==> src/rtl/mannix_mem_pkg.sv <==
// rtl/mannix_mem_pkg.sv - shared memory-side constants and read arbiter state type
package mannix_mem_pkg;

  localparam int ADDR_WIDTH      = 19;
  localparam int MEM_DATA_BUS    = 128;
  localparam int MAX_BYTES_TO_RD = 20;

  typedef enum logic [1:0] {
    IDLE      = 2'b00,
    ISSUE     = 2'b01,
    WAIT_DATA = 2'b10,
    RESP      = 2'b11
  } arb_state_t;

endpackage

==> src/rtl/mem_rd_arbiter_if.sv <==
// rtl/mem_rd_arbiter_if.sv - memory read port between arbiter and memory controller
interface mem_rd_arbiter_if #(
  parameter int ADDR_WIDTH   = 19,
  parameter int SIZE_WIDTH   = 6,
  parameter int MEM_DATA_BUS = 128
) ();

  logic                    mem_req;
  logic [ADDR_WIDTH-1:0]   mem_start_addr;
  logic [SIZE_WIDTH-1:0]   mem_size_bytes;
  logic                    mem_gnt;
  logic                    mem_valid;
  logic [MEM_DATA_BUS-1:0] mem_data;

  modport master (
    output mem_req, mem_start_addr, mem_size_bytes,
    input  mem_gnt, mem_valid, mem_data
  );

  modport slave (
    input  mem_req, mem_start_addr, mem_size_bytes,
    output mem_gnt, mem_valid, mem_data
  );

endinterface

==> src/rtl/mem_rd_arbiter_rr_pick.sv <==
// rtl/mem_rd_arbiter_rr_pick.sv - combinational round-robin picker starting after rr_last
module rr_pick #(
  parameter int N  = 2,
  parameter int IW = 1
) (
  input  logic [N-1:0]  eligible,
  input  logic [IW-1:0] rr_last,
  output logic [N-1:0]  gnt,
  output logic [IW-1:0] idx,
  output logic          any
);

  logic [2*N-1:0] dbl;
  logic [N-1:0]   rot;
  int             sel;
  int             c;

  // Rotate so bit 0 is the client right after rr_last, take the lowest set bit, map back.
  always_comb begin
    dbl = {eligible, eligible};
    rot = N'(dbl >> (int'(rr_last) + 1));
    sel = 0;
    for (int j = N - 1; j >= 0; j--) begin
      if (rot[j]) sel = j;
    end
    c = int'(rr_last) + 1 + sel;
    if (c >= N) c = c - N;
    any = |eligible;
    gnt = any ? (N'(1) << c) : '0;
    idx = IW'(c);
  end

endmodule

==> src/rtl/mem_rd_arbiter.sv <==
// rtl/mem_rd_arbiter.sv - round-robin single-outstanding memory read arbiter
module mem_rd_arbiter #(
  parameter int NUM_CLIENTS     = 2,
  parameter int ADDR_WIDTH      = mannix_mem_pkg::ADDR_WIDTH,
  parameter int MEM_DATA_BUS    = mannix_mem_pkg::MEM_DATA_BUS,
  parameter int MAX_BYTES_TO_RD = mannix_mem_pkg::MAX_BYTES_TO_RD,
  parameter int SIZE_WIDTH      = $clog2(MAX_BYTES_TO_RD) + 1,
  parameter int CL_IDX_W        = $clog2(NUM_CLIENTS)
) (
  input  logic                              clk,
  input  logic                              rst_n,
  input  logic [NUM_CLIENTS-1:0]            cl_req,
  input  logic [NUM_CLIENTS*ADDR_WIDTH-1:0] cl_start_addr,
  input  logic [NUM_CLIENTS*SIZE_WIDTH-1:0] cl_size_bytes,
  output logic [NUM_CLIENTS-1:0]            cl_gnt,
  output logic [NUM_CLIENTS-1:0]            cl_valid,
  output logic [MEM_DATA_BUS-1:0]           cl_data,
  mem_rd_arbiter_if.master                  mem,
  output logic                              arb_busy,
  output logic [CL_IDX_W-1:0]               arb_cur_client,
  output logic                              arb_err
);

  import mannix_mem_pkg::arb_state_t;
  import mannix_mem_pkg::IDLE;
  import mannix_mem_pkg::ISSUE;
  import mannix_mem_pkg::WAIT_DATA;
  import mannix_mem_pkg::RESP;

  arb_state_t                state_q, state_d;
  logic                      req_q, req_d;
  logic [ADDR_WIDTH-1:0]     addr_q, addr_d;
  logic [SIZE_WIDTH-1:0]     size_q, size_d;
  logic [NUM_CLIENTS-1:0]    gnt_d, valid_d;
  logic [MEM_DATA_BUS-1:0]   data_d;
  logic [CL_IDX_W-1:0]       cur_d;
  logic [CL_IDX_W-1:0]       rr_last_q, rr_last_d;
  logic [NUM_CLIENTS-1:0]    served_q, served_d;
  logic                      err_d;

  logic [NUM_CLIENTS-1:0]    pick_gnt;
  logic [CL_IDX_W-1:0]       pick_idx;
  logic                      pick_any;
  logic [ADDR_WIDTH-1:0]     sel_addr;
  logic [SIZE_WIDTH-1:0]     sel_size;
  logic                      sel_size_bad;

  assign mem.mem_req        = req_q;
  assign mem.mem_start_addr = addr_q;
  assign mem.mem_size_bytes = size_q;

  rr_pick #(.N(NUM_CLIENTS), .IW(CL_IDX_W)) u_pick (
    .eligible (cl_req & ~served_q),
    .rr_last  (rr_last_q),
    .gnt      (pick_gnt),
    .idx      (pick_idx),
    .any      (pick_any)
  );

  // One-hot mux of the picked client's address and size.
  always_comb begin
    sel_addr = '0;
    sel_size = '0;
    for (int k = 0; k < NUM_CLIENTS; k++) begin
      if (pick_gnt[k]) begin
        sel_addr = cl_start_addr[k*ADDR_WIDTH +: ADDR_WIDTH];
        sel_size = cl_size_bytes[k*SIZE_WIDTH +: SIZE_WIDTH];
      end
    end
    sel_size_bad = (sel_size == '0) || (sel_size > SIZE_WIDTH'(MAX_BYTES_TO_RD));
  end

  // Next-state and next-output logic; pulses default low, held values default to current.
  always_comb begin
    state_d   = state_q;
    req_d     = req_q;
    addr_d    = addr_q;
    size_d    = size_q;
    gnt_d     = '0;
    valid_d   = '0;
    data_d    = cl_data;
    cur_d     = arb_cur_client;
    rr_last_d = rr_last_q;
    served_d  = served_q;
    err_d     = arb_err;

    if (mem.mem_gnt && state_q != ISSUE) err_d = 1'b1;
    if (mem.mem_valid && (state_q == IDLE || state_q == RESP)) err_d = 1'b1;

    case (state_q)
      IDLE: begin
        if (pick_any) begin
          addr_d  = sel_addr;
          size_d  = sel_size;
          cur_d   = pick_idx;
          req_d   = 1'b1;
          state_d = ISSUE;
          if (sel_size_bad) err_d = 1'b1;
        end
      end
      ISSUE: begin
        if (mem.mem_gnt) begin
          req_d = 1'b0;
          gnt_d = NUM_CLIENTS'(1) << arb_cur_client;
          if (mem.mem_valid) begin
            data_d  = mem.mem_data;
            valid_d = NUM_CLIENTS'(1) << arb_cur_client;
            state_d = RESP;
          end else begin
            state_d = WAIT_DATA;
          end
        end
      end
      WAIT_DATA: begin
        if (mem.mem_valid) begin
          data_d  = mem.mem_data;
          valid_d = NUM_CLIENTS'(1) << arb_cur_client;
          state_d = RESP;
        end
      end
      RESP: begin
        rr_last_d = arb_cur_client;
        served_d  = served_q | (NUM_CLIENTS'(1) << arb_cur_client);
        state_d   = IDLE;
      end
      default: state_d = IDLE;
    endcase

    // A client is re-armed by any cycle with its request low.
    served_d = served_d & cl_req;
  end

  // State and registered outputs.
  always_ff @(posedge clk) begin
    if (!rst_n) begin
      state_q        <= IDLE;
      req_q          <= 1'b0;
      addr_q         <= '0;
      size_q         <= '0;
      cl_gnt         <= '0;
      cl_valid       <= '0;
      cl_data        <= '0;
      arb_cur_client <= '0;
      rr_last_q      <= CL_IDX_W'(NUM_CLIENTS - 1);
      served_q       <= '0;
      arb_err        <= 1'b0;
      arb_busy       <= 1'b0;
    end else begin
      state_q        <= state_d;
      req_q          <= req_d;
      addr_q         <= addr_d;
      size_q         <= size_d;
      cl_gnt         <= gnt_d;
      cl_valid       <= valid_d;
      cl_data        <= data_d;
      arb_cur_client <= cur_d;
      rr_last_q      <= rr_last_d;
      served_q       <= served_d;
      arb_err        <= err_d;
      arb_busy       <= (state_d != IDLE);
    end
  end

endmodule

==> src/flat_wrapper.sv <==
// flat-port wrapper written by rule: the top's interface ports become plain ports
module mem_rd_arbiter_flat import mannix_mem_pkg::arb_state_t; import mannix_mem_pkg::IDLE; import mannix_mem_pkg::ISSUE; import mannix_mem_pkg::WAIT_DATA; import mannix_mem_pkg::RESP;
#(
  parameter int NUM_CLIENTS     = 2,
  parameter int ADDR_WIDTH      = mannix_mem_pkg::ADDR_WIDTH,
  parameter int MEM_DATA_BUS    = mannix_mem_pkg::MEM_DATA_BUS,
  parameter int MAX_BYTES_TO_RD = mannix_mem_pkg::MAX_BYTES_TO_RD,
  parameter int SIZE_WIDTH      = $clog2(MAX_BYTES_TO_RD) + 1,
  parameter int CL_IDX_W        = $clog2(NUM_CLIENTS)
)
  (clk, rst_n, cl_req, cl_start_addr, cl_size_bytes, cl_gnt, cl_valid, cl_data, arb_busy, arb_cur_client, arb_err, mem_mem_req, mem_mem_start_addr, mem_mem_size_bytes, mem_mem_gnt, mem_mem_valid, mem_mem_data);
  mem_rd_arbiter_if #(.ADDR_WIDTH(ADDR_WIDTH), .SIZE_WIDTH(SIZE_WIDTH), .MEM_DATA_BUS(MEM_DATA_BUS)) mem_i ();
  input  logic clk;
  input  logic rst_n;
  input  logic [NUM_CLIENTS-1:0] cl_req;
  input  logic [NUM_CLIENTS*ADDR_WIDTH-1:0] cl_start_addr;
  input  logic [NUM_CLIENTS*SIZE_WIDTH-1:0] cl_size_bytes;
  output logic [NUM_CLIENTS-1:0] cl_gnt;
  output logic [NUM_CLIENTS-1:0] cl_valid;
  output logic [MEM_DATA_BUS-1:0] cl_data;
  output logic arb_busy;
  output logic [CL_IDX_W-1:0] arb_cur_client;
  output logic arb_err;
  output wire logic [$bits(mem_i.mem_req)-1:0] mem_mem_req;
  output wire logic [$bits(mem_i.mem_start_addr)-1:0] mem_mem_start_addr;
  output wire logic [$bits(mem_i.mem_size_bytes)-1:0] mem_mem_size_bytes;
  input wire logic [$bits(mem_i.mem_gnt)-1:0] mem_mem_gnt;
  input wire logic [$bits(mem_i.mem_valid)-1:0] mem_mem_valid;
  input wire logic [$bits(mem_i.mem_data)-1:0] mem_mem_data;
  assign mem_mem_req = mem_i.mem_req;
  assign mem_mem_start_addr = mem_i.mem_start_addr;
  assign mem_mem_size_bytes = mem_i.mem_size_bytes;
  assign mem_i.mem_gnt = mem_mem_gnt;
  assign mem_i.mem_valid = mem_mem_valid;
  assign mem_i.mem_data = mem_mem_data;
  mem_rd_arbiter #(.NUM_CLIENTS(NUM_CLIENTS), .ADDR_WIDTH(ADDR_WIDTH), .MEM_DATA_BUS(MEM_DATA_BUS), .MAX_BYTES_TO_RD(MAX_BYTES_TO_RD), .SIZE_WIDTH(SIZE_WIDTH), .CL_IDX_W(CL_IDX_W)) u_core (.clk(clk), .rst_n(rst_n), .cl_req(cl_req), .cl_start_addr(cl_start_addr), .cl_size_bytes(cl_size_bytes), .cl_gnt(cl_gnt), .cl_valid(cl_valid), .cl_data(cl_data), .mem(mem_i), .arb_busy(arb_busy), .arb_cur_client(arb_cur_client), .arb_err(arb_err));
endmodule
==> config.mk <==
export PLATFORM = sky130hd
export DESIGN_NAME = mem_rd_arbiter_flat
export DESIGN_NICKNAME = d
export VERILOG_FILES = /design/src/rtl/mannix_mem_pkg.sv /design/src/rtl/mem_rd_arbiter_if.sv /design/src/rtl/mem_rd_arbiter_rr_pick.sv /design/src/rtl/mem_rd_arbiter.sv /design/src/flat_wrapper.sv
export SDC_FILE = /design/constraint.sdc
export NUM_CORES = 1
export LEC_CHECK = 0
export CORE_AREA = 4 4 133 135
export DETAILED_ROUTE_END_ITERATION = 7
export DIE_AREA = 0 0 137 139
export PLACE_DENSITY = 0.77
export SLEW_MARGIN = 20
export SYNTH_ARGS = -nofsm -noshare
export SYNTH_HDL_FRONTEND = slang
export SYNTH_SLANG_ARGS = --single-unit
==> constraint.sdc <==
create_clock -name clk -period 2.48 [get_ports clk]
set_input_delay 0.496 -clock clk [delete_from_list [all_inputs] [get_ports clk]]
set_output_delay 0.496 -clock clk [all_outputs]
set_load 0.1 [all_outputs]
==> impl_metrics.env <==
export IMPL_outcome="finished clean"
export IMPL_synthSimpleGateAreaFrac_pct=20.3
export IMPL_finClkSkew_ps=9.75
export IMPL_hold_start="u_core.cl_data[3]$_SDFFE_PN0P_"
export IMPL_track_usage_pct=21.8
export IMPL_drv_slew=0
export IMPL_start_kind="flip-flop"
export IMPL_fillers=1461
export IMPL_drtAntennaViolNets=0
export IMPL_r2r_cells=7
export IMPL_drc=0
export IMPL_firstDrtPassIters=4
export IMPL_hold_path_depth=2
export IMPL_htree_num_levels=4
export IMPL_async_flop_share_pct=0
export IMPL_syn_num_nets=973
export IMPL_postLayoutCellArea_um2=10500
export IMPL_initial_utilization_pct=40.3
export IMPL_synth_main_ff_cell="dfxtp_1"
export IMPL_die_area_um2=19000
export IMPL_m1WireLength_mm=8.17
export IMPL_overflow=0
export IMPL_rsz0062_at_grt="false"
export IMPL_ctsResizeCount=0
export IMPL_clockBufferDepth=2
export IMPL_wl_met2_mm=10.9
export IMPL_power_density_nw_per_um2=728
export IMPL_routed_top_layer="met4"
export IMPL_core_rowCount=47
export IMPL_cp_end_kind="flip-flop"
export IMPL_cts_buffers=17
export IMPL_drive_gt1_share_pct=20.2
export IMPL_nNetsFinal=1300
export IMPL_slew_headroom_pct=66.8
export IMPL_synth_area_um2=6630
export IMPL_die_w_um=137
export IMPL_leakagePower_nw=4.24
export IMPL_synth_top_cell_area_share_pct=50.1
export IMPL_max_cap_violations=0
export IMPL_num_vias=6463
export IMPL_synthMuxAreaShare_pct=0.151
export IMPL_hp_class="flip-flop to flip-flop"
export IMPL_worst_pin_slew_ps=499
export IMPL_setup_violations=0
export IMPL_crit_arrival_ps=2320
export IMPL_cts_root_buf="clkbuf_16"
export IMPL_port_buffer_count=344
export IMPL_synth_area_per_cell_um2=8.45
export IMPL_synth_compound_area_share_pct=23.5
export IMPL_crit_slowest_cell="dfxtp_1"
export IMPL_hold_ws_ps=452
export IMPL_viasPerCell=4.81
export IMPL_ir_worst_vdd_v=0.000444
export IMPL_cts_clk_slew_worst_paths_ps=60
export IMPL_die_h_um=139
export IMPL_cts_sinks=166
export IMPL_ios=345
export IMPL_synth_top_area_cell="dfxtp_1"
export IMPL_path_cells="inv_1 > ha_1 > nor2b_1 > o21a_4 > buf_4 > nand2_1 > a21boi_0"
export IMPL_cp_slowest_stage_delay_ps=380
export IMPL_ys_seq_elements=166
export IMPL_timing_final_crit_share_pct=80.1
export IMPL_grt_start_max_net_pins=55
export IMPL_post_cts_buffers=0
export IMPL_crit_type="flip-flop to flip-flop"
export IMPL_synth_yosys_seq_area_share_pct=50.1
export IMPL_tns_ps=0
export IMPL_synthTopCellsByArea="dfxtp_1 50%, nand2_1 17%, a21boi_1 15%"
export IMPL_grt_pass1_vias=6197
export IMPL_synthAdderAreaFrac_pct=0.755
export IMPL_dr_wl_met3_mm=2.02
export IMPL_cts_tree="built"
export IMPL_wirelength_mm=21.7
export IMPL_place_hpwl_mm=16.2
export IMPL_synth_cell_types=40
export IMPL_final_hold_violation_count=0
export IMPL_place_gp_congestion=0.811
export IMPL_antenna_found_initial=0
export IMPL_synth_xor_area_share_pct=0
export IMPL_r2r_start="u_core.state_q[1]$_SDFF_PN0_"
export IMPL_insertion_delay_ps=420
export IMPL_rr_endpoint="u_core.cl_data[77]$_SDFFE_PN0P_"
export IMPL_required_ps=2810
export IMPL_ctsHoldBuffers=0
export IMPL_fmax_mhz=503
export IMPL_synth_top_family_by_area="compound AO/OA/AOI/OAI gates"
export IMPL_ff2ff_setup_slack_ps=490
export IMPL_core_um2=16500
export IMPL_grt_pass1_wl_mm=32.6
export IMPL_dpl_cell_area_um2=9900
export IMPL_yosysWarningCount=0
export IMPL_wl_per_cell_um=16.1
export IMPL_worstPathMaxFanout=23
export IMPL_power_w=0.00763
export IMPL_hold_path_end="u_core.cl_data[3]$_SDFFE_PN0P_"
export IMPL_synth_edff_count=0
export IMPL_areaGrowthSynthToFinish_pct=58.2
export IMPL_syn_instance_count=785
export IMPL_period_needed_ps=1990
export IMPL_drtIter0Drc=236
export IMPL_diodes=0
==> kinds of logic (layout without fill, tap and decap cells) <==
family,after synthesis,after routing
AO/OA/AOI/OAI,215,215
adder cells (fa/ha/maj),4,4
flip-flops,166,166
AND/OR/NAND/NOR,336,336
multiplexers,1,1
buffers and inverters,63,403
==> routing by layer <==
| metal | track usage, % | vias up |
|---|---|---|
| met5 | 0 | - |
| met4 | 8.93 | 0 |
| met1 | 23.7 | 2938 |
| met2 | 38.4 | 243 |
| met3 | 7.44 | 47 |
| li1 | - | 3235 |
==> worst max-delay path by stage <==
stage	start	to
after floorplan	u_core.state_q[1]$_SDFF_PN0_	u_core.arb_busy$_SDFF_PN0_
after global placement	cl_req[0]	u_core.mem.mem_start_addr[16]$_SDFFE_PN0P_
after detailed placement	mem_mem_gnt	u_core.cl_data[77]$_SDFFE_PN0P_
after CTS	u_core.state_q[1]$_SDFF_PN0_	u_core.cl_data[77]$_SDFFE_PN0P_
after global routing	u_core.state_q[1]$_SDFF_PN0_	u_core.cl_data[77]$_SDFFE_PN0P_
final	u_core.state_q[1]$_SDFF_PN0_	u_core.cl_data[77]$_SDFFE_PN0P_
==> registers in the layout, indices dropped and copies added, names as in the netlist <==
name	flops
u_core.mem.mem_start_addr	19
u_core.cl_data	128
u_core.arb_cur_client	1
u_core.served_q	2
u_core.cl_gnt	2
u_core.rr_last_q	1
u_core.cl_valid	2
u_core.mem.mem_req	1
u_core.arb_err	1
u_core.state_q	2
u_core.mem.mem_size_bytes	6
u_core.arb_busy	1
==> layout make-up <==
type | instances | area [um2] | share of cell area, %
multi-input combinational | 556 | 2980 | 28.4
clock buffer | 19 | 443 | 4.22
inverter | 5 | 18.8 | 0.179
tap | 220 | 275 | 2.62
sequential | 166 | 3320 | 31.7
clock inverter | 13 | 145 | 1.38
timing repair buffer | 366 | 3300 | 31.5
==> cells in the final DEF (no fill, tap or decap), types with 11 or more instances in the layout <==
master | synthesis | final
clkbuf_16 | 0 | 17
nand2_1 | 297 | 297
buf_4 | 18 | 176
clkdlybuf4s50_1 | 0 | 182
dfxtp_1 | 166 | 166
nor2_1 | 17 | 17
a21o_1 | 17 | 17
a21oi_1 | 22 | 22
a21boi_1 | 135 | 135
a21boi_0 | 11 | 11
==> stage by stage <==
step | util, % | setup WS, ps | instances
global route | 63.7 | 328 | 1345
floorplan | - | 862 | 785
finish | 63.7 | 494 | 1345
detailed placement | 60.1 | 315 | 1313
global placement | 60.1 | 370 | 1313
CTS | 63.7 | 449 | 1345
==> cells in the mapped netlist (all sizes together) (8+ instances only) <==
| library cell | n |
|---|---|
| nand2 | 298 |
| dfxtp | 166 |
| a21boi | 146 |
| buf | 39 |
| a21oi | 23 |
| clkbuf | 19 |
| a21o | 17 |
| nor2 | 17 |
| o21ai | 9 |
| a221oi | 8 |
| nor3b | 8 |
==> worst max-delay path: cells and delay by family (launching register included) <==
kind	cells	cell delay (ps)
flops	1	380
buf+inv	2	360
compound gates	2	520
simple gates	2	370
fa+ha+maj	1	270
==> power breakdown <==
group	total (W)	internal [W]	switching (W)
Clock	0.00265	0.00152	0.00112
Combinational	0.00210	0.000654	0.00145
Sequential	0.00289	0.00281	0.0000784
Note: power is estimated with default switching activity, not from simulation.
